$ cat config.mk
export PLATFORM = sky130hd
export DESIGN_NAME = shift_serializer_ctrl
export DESIGN_NICKNAME = d
export VERILOG_FILES = /design/src/rtl/shift_serializer_ctrl.sv
export SDC_FILE = /design/constraint.sdc
export NUM_CORES = 1
export LEC_CHECK = 0
export ABC_AREA = 1
export CORE_AREA = 2 2 39 41
export DETAILED_ROUTE_END_ITERATION = 8
export DIE_AREA = 0 0 41 43
export GPL_ROUTABILITY_DRIVEN = 0
export PLACE_DENSITY_LB_ADDON = 0.05
export SYNTH_ARGS = -nofsm -noshare
export SYNTH_HDL_FRONTEND = slang
export SYNTH_SLANG_ARGS = --single-unit
export TNS_END_PERCENT = 10
$ cat constraint.sdc
create_clock -name clk -period 1.3 [get_ports clk]
set_input_delay 0.26 -clock clk [delete_from_list [all_inputs] [get_ports clk]]
set_output_delay 0.26 -clock clk [all_outputs]
set_load 0.005 [all_outputs]
$ cat src/rtl/shift_serializer_ctrl.sv
// Sequencer for the TX right-shift register: it issues the load and shift strobes and flags valid serial bits.
// Optional feature macro SHIFT_CTRL_ABORT_EN adds an abort input and an aborted pulse output.
module shift_serializer_ctrl #(
  parameter int WORD_LENGTH = 8,
  parameter int SHIFT_DIV   = 1
) (
  input  logic                           clk,
  input  logic                           reset,
  input  logic                           start_valid,
  output logic                           start_ready,
`ifdef SHIFT_CTRL_ABORT_EN
  input  logic                           abort,
  output logic                           aborted,
`endif
  output logic                           load,
  output logic                           shift,
  output logic                           bit_valid,
  output logic [$clog2(WORD_LENGTH)-1:0] bit_index,
  output logic                           busy,
  output logic                           done,
  output logic [1:0]                     dbg_state
);

  localparam int IDX_W = $clog2(WORD_LENGTH);
  localparam int DIV_W = (SHIFT_DIV > 1) ? $clog2(SHIFT_DIV) : 1;

  typedef enum logic [1:0] {
    IDLE = 2'd0,
    LOAD = 2'd1,
    SEND = 2'd2,
    DONE = 2'd3
  } state_t;

  state_t             state_q, state_d;
  logic [IDX_W-1:0]   idx_q, idx_d;
  logic [DIV_W-1:0]   div_q, div_d;
  logic               term_cnt;
  logic               last_bit;

`ifdef SHIFT_CTRL_ABORT_EN
  logic               aborted_q, aborted_d;
`endif

  // Handshake: a word is accepted on a cycle where start_valid && start_ready are both high;
  // start_ready depends only on state, and start_valid seen outside IDLE is dropped, never queued.

  // With SHIFT_DIV == 1 the divider is never incremented, so it stays a constant 0.
  assign term_cnt = (div_q == DIV_W'(SHIFT_DIV - 1));
  assign last_bit = (idx_q == IDX_W'(WORD_LENGTH - 1));

  always_ff @(posedge clk or negedge reset) begin
    if (!reset) begin
      state_q <= IDLE;
      idx_q   <= '0;
      div_q   <= '0;
    end else begin
      state_q <= state_d;
      idx_q   <= idx_d;
      div_q   <= div_d;
    end
  end

`ifdef SHIFT_CTRL_ABORT_EN
  always_ff @(posedge clk or negedge reset) begin
    if (!reset) aborted_q <= 1'b0;
    else        aborted_q <= aborted_d;
  end
`endif

  always_comb begin
    state_d = state_q;
    idx_d   = idx_q;
    div_d   = div_q;
`ifdef SHIFT_CTRL_ABORT_EN
    aborted_d = 1'b0;
`endif
    case (state_q)
      IDLE: begin
        if (start_valid) state_d = LOAD;
      end
      LOAD: begin
        idx_d   = '0;
        div_d   = '0;
        state_d = SEND;
      end
      SEND: begin
        if (term_cnt) begin
          // The final bit is presented but never shifted out of the register.
          if (last_bit) begin
            state_d = DONE;
          end else begin
            idx_d = idx_q + IDX_W'(1);
            div_d = '0;
          end
        end else begin
          div_d = div_q + DIV_W'(1);
        end
      end
      DONE: begin
        idx_d   = '0;
        state_d = IDLE;
      end
      default: state_d = IDLE;
    endcase
`ifdef SHIFT_CTRL_ABORT_EN
    // Abort overrides the terminal-count transition evaluated above.
    if (abort && (state_q == LOAD || state_q == SEND)) begin
      state_d   = IDLE;
      idx_d     = '0;
      div_d     = '0;
      aborted_d = 1'b1;
    end
`endif
  end

  assign start_ready = (state_q == IDLE);
  assign load        = (state_q == LOAD);
  assign bit_valid   = (state_q == SEND);
  assign shift       = (state_q == SEND) && term_cnt && !last_bit;
  assign busy        = (state_q == LOAD) || (state_q == SEND);
  assign done        = (state_q == DONE);
  assign bit_index   = idx_q;
  assign dbg_state   = state_q;
`ifdef SHIFT_CTRL_ABORT_EN
  assign aborted     = aborted_q;
`endif

endmodule

[Word level (Yosys, flattened, before mapping)]
Index checks and enable logic that the tools add are counted.
Operators by class
  div/mod/pow operators: 0
  muxes and demuxes: 9
  $mul: 0
  bitwise operators: 1
  reduce and logical (&&, ||, !) cells: 10
  order comparisons: 0
  add/subtract/negate cells: 2
  shifts and indexed selects: 0
  equality and inequality tests: 8
Operator list (number)
  one-hot mux 2 bit (4 select lines): 1
  2-to-1 mux 2 bit: 3
  2-to-1 mux 3 bit: 2
  inequality test 2 bit, second input constant: 3
  one-hot mux 3 bit (2 select lines): 1
  AND reduction 3 bit: 2
  == test 2 bit, second input constant: 2
  nonzero test 2 bit: 2
  adder 3 x 1 -> 3 bit, second input constant: 1
  == test 3 bit, second input constant: 1
  == test 2 x 1 -> 1 bit, second input constant: 1
  logical AND 1 bit: 2
  zero test 2 bit: 1
  inequality test 2 x 1 -> 1 bit, second input constant: 1
  one-hot mux 1 bit (2 select lines): 1
  OR reduction 2 bit: 1
  adder 1 bit, second input constant: 1
  zero test 1 bit: 1
  logical OR 1 bit: 1
  2-to-1 mux 1 bit: 1
  NOT 1 bit: 1
Storage, ports and cells
  memories kept: 0
  bits in latches: 0
  memory bits (read-only): 0
  bits in registers: 6
  logic and storage cells: 33
  output and inout bits: 11
  memory bits (writable): 0
  input bits: 3

[Depth between registers and ports, before layout]
Gate-level depths: netlist of run 1.
  depth after elaboration: 4
  mapped depth: 7
  gate-level depth less buffers: 7

[Least setup slack after synthesis of run 1]
OpenSTA, ideal clock, no wires.
  path type: register to output
  from: reg idx_q[0] (netlist: bit_index[0])
  to: out shift
  buffers on the path: 0
  setup slack: 65 ps
  cell stages (with the launch flop): 6
  required time: 1040 ps
  arrival time: 975 ps
  path through: dfrtp_1 -> ha_1 -> ha_1 -> inv_1 -> nand2_2 -> inv_2
On the way
  longest elaborated chain between the ends: 3
Ends and longest elaborated chain
  start, declared: line 35  | logic [IDX_W-1:0] idx_q, idx_d;
  start signal, assigned: line 58  | idx_q <= idx_d;
  == test 3 bit: line 49  | assign last_bit = (idx_q == IDX_W'(WORD_LENGTH - 1));
  zero test 1 bit: line 119  | assign shift = (state_q == SEND) && term_cnt && !last_bit;
  logical AND 1 bit: line 119
  end, declared: line 16  | output logic shift,
Every way passes these cells.

[Final worst setup path of run 1]
Same ends and word-level chain as after synthesis.

==> results of run 1 <==
-- logic make-up after synthesis --
family                     Yosys count  share of synthesized area
DFF                                  5                      0.394
AOI/OAI and AO/OA                    2                     0.0433
adders and majority gates            6                      0.236
and+or+nand+nor                     19                      0.256
buffers and inverters                6                     0.0709
-- cell type report --
class                   instances  area (µm²)  share of cell area
flip-flops and latches          5         126               0.169
well taps                      16        20.0              0.0268
inverters                       6        25.0              0.0336
clock buffers                   4        26.3              0.0352
repair buffers                 36         305               0.409
multi-input cells              27         243               0.326
-- flip-flops by register name, indices dropped and copies added (netlist names) --
register / count
bit_index: 3
dbg_state: 2
-- cells in the mapped netlist, drive strengths merged --
library cell,n,area share
nand3,6,0.094
o21ai,1,0.028
nor2,3,0.035
ha,6,0.24
nand2,10,0.13
inv,6,0.071
a21oi,1,0.016
dfrtp,5,0.39
-- metrics by stage --
| step | total power [W] | setup TNS (ns) | util | setup WS [ns] |
|---|---|---|---|---|
| 2_1_floorplan | 0.000683 | 0 | - | 0.0648 |
| 3_3_place_gp | 0.00137 | -1.14 | 0.409 | -0.332 |
| 3_5_place_dp | 0.00139 | -1.22 | 0.409 | -0.370 |
| 4_1_cts | 0.00191 | -1.01 | 0.520 | -0.193 |
| 5_1_grt | 0.00213 | -1.40 | 0.539 | -0.223 |
| 6_report | 0.00197 | -0.985 | 0.539 | -0.174 |
-- routing by layer --
metal	vias up	global-route usage	part of all wire
li1	205	-	-
met1	179	0.131	0.36
met2	9	0.247	0.60
met3	0	0.0314	0.042
met4	0	0.0600	0
met5	-	0	0
-- worst max-delay path, stage by stage, from the launching register on --
cell and delay, ns:
dfrtp_1 0.38, ha_2 0.20, ha_4 0.15, inv_2 0.04, nand2_2 0.05, inv_2 0.05, buf_2 0.10
-- path summary, 6_finish.rpt --
path / slack [ns] / end / cells past startpoint / from
min: 0.25 / bit_index[2] / 1 / reset
min in group clk: 0.59 / bit_index[2] / 3 / bit_index[2]
max in group asynchronous: 0.84 / dbg_state[1] / 1 / reset
max: -0.17 / shift / 6 / bit_index[0]
max reg2reg: -0.15 / bit_index[1] / 9 / dbg_state[1]
min reg2reg: 0.59 / bit_index[2] / 3 / bit_index[2]
-- report_power, final --
part | leakage (nW) | switching (W) | internal, W | total (W)
Clock | 0.0150 | 0.0000645 | 0.000116 | 0.000181
Combinational | 0.316 | 0.000597 | 0.000914 | 0.00151
Sequential | 0.0631 | 0.0000503 | 0.000226 | 0.000276
Total | 0.394 | 0.000712 | 0.00126 | 0.00197
-- what timing repair did --
action,4_1_cts,5_1_grt
hold buffers,0,0
endpoints found under the setup margin,12,13
cloned,0,0
pin swaps,1,2
gates resized for setup,47,9
setup buffers,8,2
==> flow_metrics.tcl, run 1 <==
set metrics [dict create \
    status "finished, violations left" \
    violations "negative setup slack" \
    cts_tree "yes" \
    setup_viol 9 \
    power.density_nw_per_um2 2640 \
    post_drt_wl_per_cell_um 10.9 \
    slew_viol_final 0 \
    fin_cells 94 \
    place_hpwl_um 709 \
    layout_commonest_cell "buf_4" \
    io_pins 14 \
    finalInstanceArea_um2 746 \
    fin_crit_sh 1.13 \
    grt_overflow 0 \
    whs_ns 0.245 \
    ys_ff_latch 5 \
    ir_worst_vdd_uv 1210 \
    syn-num-nets 47 \
    grt_usage 0.135 \
    fin_skew_ns 0.00613 \
    final_cell_mix "19 x buf_4, 9 x nand2_1, 8 x buf_6" \
    drive_gt1_frac 0.590 \
    drc 0 \
    cts_max_level 1 \
    hold_viol 0 \
    clock.fmax_mhz 679 \
    required_ns 1.04 \
    dr.pass1.iters 2 \
    rows 14 \
    area_growth_pct 135 \
    finalWirelength_mm 1.02 \
    cts_sinks 5 \
    end_kind "output pin" \
    yosysUniqueCellTypes 10 \
    vias 393 \
    grt_pass1_vias 389 \
    grt_pass1_wl_mm 1.55 \
    fill_cells 129 \
    layout.nets 88 \
    initial_core_util 0.230 \
    critPathKind "flip-flop to output pin" \
    portBuffers 13 \
    clock_latency_ns 0.24 \
    worstMarginPinSlew_ns 0.244 \
    cts_made_buffers 3 \
    antenna_cells 0 \
    cts_root_buffer "clkbuf_4" \
    die_y_um 43 \
    postSynthAreaPerCell_um2 8.36 \
    die_x_um 41 \
    core_um2 1380 \
    yosys_warnings 0 \
    die-area_um2 1760 \
    worstSetupStartpointType "flip-flop" \
    detail_route.iter0.violations 9 \
    arrival_ns 1.21 \
    slew_headroom 0.837 \
    cap_violations 0 \
    antenna_left 0 \
    antenna_found_initial 0 \
    leakage_nw 0.394 \
    dpl.cell_count 80 \
    fin_crit_ns 1.47 \
    cts_max_path_buffers 2 \
    clk_transition_reported_paths_ns 0.05 \
    syn_inst 38 \
    grt_max_degree 7 \
    rsz0062_at_grt "true" \
    worstPathMaxFanout 2 \
    min_path_type "primary input to async pin" \
    viasPerCell 4.18 \
    fin_ws_ns -0.174 \
    yosysSeqAreaShare 0.394 \
    synth_area_um2 318 \
    placed_area_um2 566 \
]
Power figures use the tool's default switching activity.
==> inputs of run 2 (changes only) <==
--- a/config.mk
+++ b/config.mk
@@ -7,4 +7,5 @@
 export LEC_CHECK = 0
 export ABC_AREA = 1
+export CAP_MARGIN = 30
 export CORE_AREA = 2 2 39 41
 export DETAILED_ROUTE_END_ITERATION = 8
==> constraint.sdc (replaced) <==
create_clock -name clk -period 1.3 [get_ports clk]
set_input_delay 0.26 -clock clk [delete_from_list [all_inputs] [get_ports clk]]
set_output_delay 0.26 -clock clk [all_outputs]
set_load 0.02 [all_outputs]
==> run 2 against run 1 <==
Compared with the run above:
- the flow still finishes with violations (negative setup slack)
- first-iteration DRC count increased by 22%
- global-route usage increased by 1.0 points
- non-clock buffer count decreased by 5
- clock-buffer cell count unchanged
- cell area decreased by 8.7%
- via count decreased by 0.25%
- clock skew decreased by 0.0019 ns
- combinational power about the same
- worst hold slack about the same
- routed wire length increased by 0.59%
- sequential power increased by 9.1%
- utilization decreased by 4.7 points
- critical path type unchanged
- critical endpoint unchanged
- largest cell class unchanged
==> flow_metrics.tcl, run 2 (same netlist as run 1, synthesis figures left out) <==
set metrics [dict create \
    status "finished, violations left" \
    violations "negative setup slack" \
    cts_sinks 5 \
    leakage_nw 0.368 \
    postCtsHoldBufs 0 \
    fin_cells 89 \
    slew_viol_final 0 \
    critPathMaxStageDelay_ns 0.42 \
    cts_root_buffer "clkbuf_4" \
    endpoint "shift" \
    top_layer_used "met3" \
    antenna_cells 0 \
    finalWirelength_mm 1.03 \
    dr.pass1.iters 4 \
    multiInputGateArea_um2 235 \
    final_cell_mix "17 x buf_4, 7 x nand2_1, 6 x buf_6" \
    wl_met2_um 597 \
    cts_tree "yes" \
    tns_ns -1.12 \
    end_kind "output pin" \
    rsz0062_at_grt "true" \
    rows 14 \
    core_um2 1380 \
    grt_max_degree 7 \
    detail_route.iter0.violations 11 \
    cap_violations 0 \
    setup_viol 13 \
    viasPerCell 4.40 \
    grt_overflow 0 \
    cts_made_buffers 3 \
    grt_pass1_vias 411 \
    clk_transition_reported_paths_ns 0.04 \
    io_pins 14 \
    drive_gt1_frac 0.630 \
    slew_headroom 0.842 \
    r2r-start "bit_index[1]" \
    reg2reg_depth 11 \
    die_y_um 43 \
    antenna_found_initial 0 \
    fin_crit_sh 1.16 \
    worstPathCellList "ha_4 -> ha_4 -> inv_2 -> nand2_2 -> inv_2 -> buf_6" \
    initial_core_util 0.230 \
    fin_crit_ns 1.50 \
    grt_pass1_wl_mm 1.65 \
    postLayoutCoreUtil 0.492 \
    post_drt_wl_per_cell_um 11.5 \
    required_ns 1.04 \
    worstPathMaxFanout 2 \
    worstMarginPinSlew_ns 0.237 \
    area_growth_pct 114 \
    routed-wl-met3_um 70 \
    fin_skew_ns 0.00425 \
    largest_reg_flops 3 \
    fin_ws_ns -0.204 \
    ir_worst_vdd_uv 1170 \
    placed_area_um2 573 \
    arrival_ns 1.24 \
    hold_viol 0 \
    power.density_nw_per_um2 2950 \
    portBuffers 13 \
    regArea_um2 128 \
    slowest_stage "dfrtp_2" \
    cts_max_level 1 \
    die_x_um 41 \
    wl_met1_um 358 \
    vias 392 \
    cts_max_path_buffers 2 \
    drc 0 \
    r2r_slack_ns -0.14 \
    critPathKind "flip-flop to output pin" \
    worstSetupStartpointType "flip-flop" \
    fill_cells 155 \
    clock.fmax_mhz 665 \
    layout_commonest_cell "buf_4" \
    layout.nets 83 \
    grt_usage 0.145 \
    antenna_left 0 \
    min_path_type "primary input to async pin" \
    clock_latency_ns 0.24 \
    whs_ns 0.245 \
    reg2reg_to "bit_index[2]" \
    dpl.cell_count 79 \
    die-area_um2 1760 \
    critPathLaunch "bit_index[0]" \
    finalInstanceArea_um2 681 \
]
run 2: worst max-delay path, delay by kind of cell (launching register included):
kind                       cells  cell delay, ns
buffers and inverters          3            0.21
DFF                            1            0.42
and+or+nand+nor                1            0.05
adders and majority gates      2            0.32
run 2: worst min-delay path by stage:
| stage | start | end | depth (start not counted) |
|---|---|---|---|
| after floorplan | reset | bit_index[0] | 0 |
| after global placement | reset | bit_index[2] | 1 |
| after detailed placement | reset | bit_index[2] | 1 |
| after CTS | reset | bit_index[2] | 1 |
| after global routing | reset | dbg_state[0] | 1 |
| final | reset | bit_index[1] | 1 |
run 2: where the power goes:
group,switching (W),internal (W),total [W]
Clock,0.0000591,0.000116,0.000175
Sequential,0.0000725,0.000229,0.000301
Combinational,0.000750,0.000783,0.00153
run 2: per-stage QoR:
step           worst slack [ns]  total power [W]
4_1_cts                  -0.200          0.00198
2_1_floorplan           -0.0396         0.000937
3_5_place_dp             -0.489          0.00161
6_report                 -0.204          0.00201
5_1_grt                  -0.255          0.00218
3_3_place_gp             -0.447          0.00159
run 2: cell type report:
| class | count | share of cell area |
|---|---|---|
| repair buffers | 31 | 0.366 |
| multi-input cells | 27 | 0.346 |
| flip-flops and latches | 5 | 0.187 |
| clock buffers | 4 | 0.0386 |
| inverters | 6 | 0.0331 |
| well taps | 16 | 0.0294 |
run 2: layer usage:
metal | global-route usage | up-vias
li1 | - | 190
met5 | 0 | -
met4 | 0.0200 | 0
met3 | 0.0785 | 0
met2 | 0.272 | 13
met1 | 0.127 | 189
run 2: what timing repair did:
| action | CTS | global route |
|---|---|---|
| setup endpoints to repair | 16 | 14 |
| buffers inserted | 5 | 1 |
| resized for setup | 61 | 3 |
| pin swaps | 3 | 2 |
==> inputs of run 3 (changes only) <==
Settings changed: REMOVE_ABC_BUFFERS set to 1, SLEW_MARGIN set to 20.
==> run 3 against run 2 <==
Compared with the run above:
- the flow still finishes with violations (negative setup slack)
- total power decreased by 7.8%
- non-clock buffer count down 2
- critical endpoint unchanged
- clock skew is 0.00053 ns higher
- cell count fell by 2.2%
- fmax grew 0.93%
- worst hold slack improved by 0.0068 ns
==> flow_metrics.tcl, run 3 (same netlist as run 1, synthesis figures left out) <==
set metrics [dict create \
    status "finished, violations left" \
    violations "negative setup slack" \
    end_kind "output pin" \
    clockPowerShare 0.096 \
    post_drt_wl_per_cell_um 9.91 \
    rsz0062_at_grt "true" \
    min_path_type "primary input to async pin" \
    slowest_stage "dfrtp_1" \
    slew_viol_final 0 \
    cap_violations 0 \
    clock_latency_ns 0.24 \
    worstPathCellList "ha_2 -> ha_4 -> inv_2 -> nand2_2 -> inv_2 -> buf_6" \
    grt_pass1_wl_mm 1.46 \
    fin_ws_ns -0.190 \
    worstSetupStartpointType "flip-flop" \
    antenna_found_initial 0 \
    io_pins 14 \
    die_y_um 43 \
    fin_skew_ns 0.00478 \
    initial_core_util 0.230 \
    swShare 0.453 \
    cts_tree "yes" \
    combPwrFrac 0.758 \
    cpMostUsedCell "inv_2" \
    worstMarginPinSlew_ns 0.256 \
    slew_headroom 0.829 \
    vias 363 \
    internal_power_w 0.00101 \
    required_ns 1.04 \
    seq_power_share 0.146 \
    antenna_cells 0 \
    switchingPower_w 0.000839 \
    ir_worst_vdd_uv 1430 \
    leakage_nw 0.354 \
    grt_overflow 0 \
    detail_route.iter0.violations 2 \
    largest_reg_flops 3 \
    area_growth_pct 100 \
    critPathKind "flip-flop to output pin" \
    arrival_ns 1.23 \
    clock.fmax_mhz 671 \
    core_um2 1380 \
    power.density_nw_per_um2 2910 \
    finalWirelength_um 862 \
    hold_viol 0 \
    drive_gt1_frac 0.606 \
    grt_max_degree 7 \
    layout_commonest_cell "buf_4" \
    viasPerCell 4.17 \
    cts_max_path_buffers 2 \
    die-area_um2 1760 \
    cts_sinks 5 \
    final_cell_mix "14 x buf_4, 9 x buf_2, 8 x nand2_1" \
    dr.pass1.iters 2 \
    cts_root_buffer "clkbuf_4" \
    layout.nets 81 \
    placed_area_um2 558 \
    fin_crit_ns 1.49 \
    grt_pass1_vias 370 \
    setup_viol 11 \
    worstPathMaxFanout 2 \
    cts_max_level 1 \
    postCtsHoldBufs 0 \
    antenna_left 0 \
    grt_usage 0.124 \
    rows 14 \
    portBuffers 13 \
    place_hpwl_um 695 \
    whs_ns 0.252 \
    finalInstanceArea_um2 637 \
    clk_transition_reported_paths_ns 0.04 \
    fill_cells 147 \
    critPathMaxStageDelay_ns 0.38 \
    drc 0 \
    die_x_um 41 \
    cts_made_buffers 3 \
    fin_crit_sh 1.15 \
]
==> run 3: cell type report <==
type	count	area, µm²	share of cell area
multi-input combinational	27	228	0.358
tap	16	20.0	0.0314
timing repair buffer	29	215	0.338
clock buffer	4	26.3	0.0413
inverter	6	22.5	0.0354
sequential	5	125	0.196
==> run 3: final timing paths <==
| check | startpoint | slack (ns) | depth (start not counted) | endpoint |
|---|---|---|---|---|
| worst max-delay path | bit_index[0] | -0.19 | 6 | shift |
| worst min-delay path | reset | 0.25 | 1 | bit_index[2] |
| worst max register to register | bit_index[0] | -0.13 | 9 | bit_index[0] |
| worst min register to register | dbg_state[0] | 0.60 | 2 | dbg_state[0] |
| max in group asynchronous | reset | 0.84 | 1 | dbg_state[1] |
| min in group clk | dbg_state[0] | 0.60 | 2 | dbg_state[0] |
==> run 3: routing by layer <==
metal,vias up,track usage,wire [µm]
li1,186,-,-
met1,166,0.124,327
met2,11,0.219,483
met3,0,0.0628,51
met4,0,0.0200,0
met5,-,0,0
==> run 3: critical path, delay by kind of cell, from the launching register on <==
kind                     cells  cell delay [ns]
adder cells (fa/ha/maj)      2             0.35
AND/OR/NAND/NOR              1             0.05
buffers and inverters        3             0.21
flip-flops                   1             0.38
==> run 3: timing repair <==
action | in CTS | in global routing
setup endpoints to repair | 12 | 14
pin swaps | 3 | 3
hold endpoints to repair | 0 | 0
buffers inserted | 3 | 1
gates resized for setup | 56 | 7
==> run 3: power by group through the flow <==
stage          Combinational [W]  Sequential (W)  Clock (W)
2_1_floorplan           0.000538        0.000358          0
3_3_place_gp             0.00128        0.000265          0
3_5_place_dp             0.00130        0.000269          0
4_1_cts                  0.00138        0.000272   0.000188
5_1_grt                  0.00154        0.000280   0.000199
6_report                 0.00140        0.000271   0.000177
==> run 3: through the flow <==
step	setup WS [ns]	setup TNS [ns]	util	power, W	instances
4_1_cts	-0.199	-0.782	0.456	0.00184	86
2_1_floorplan	-0.159	-0.521	-	0.000896	38
5_1_grt	-0.250	-1.93	0.460	0.00202	87
6_report	-0.190	-1.20	0.460	0.00185	87
3_3_place_gp	-0.436	-1.83	0.403	0.00155	79
3_5_place_dp	-0.472	-1.95	0.403	0.00156	79
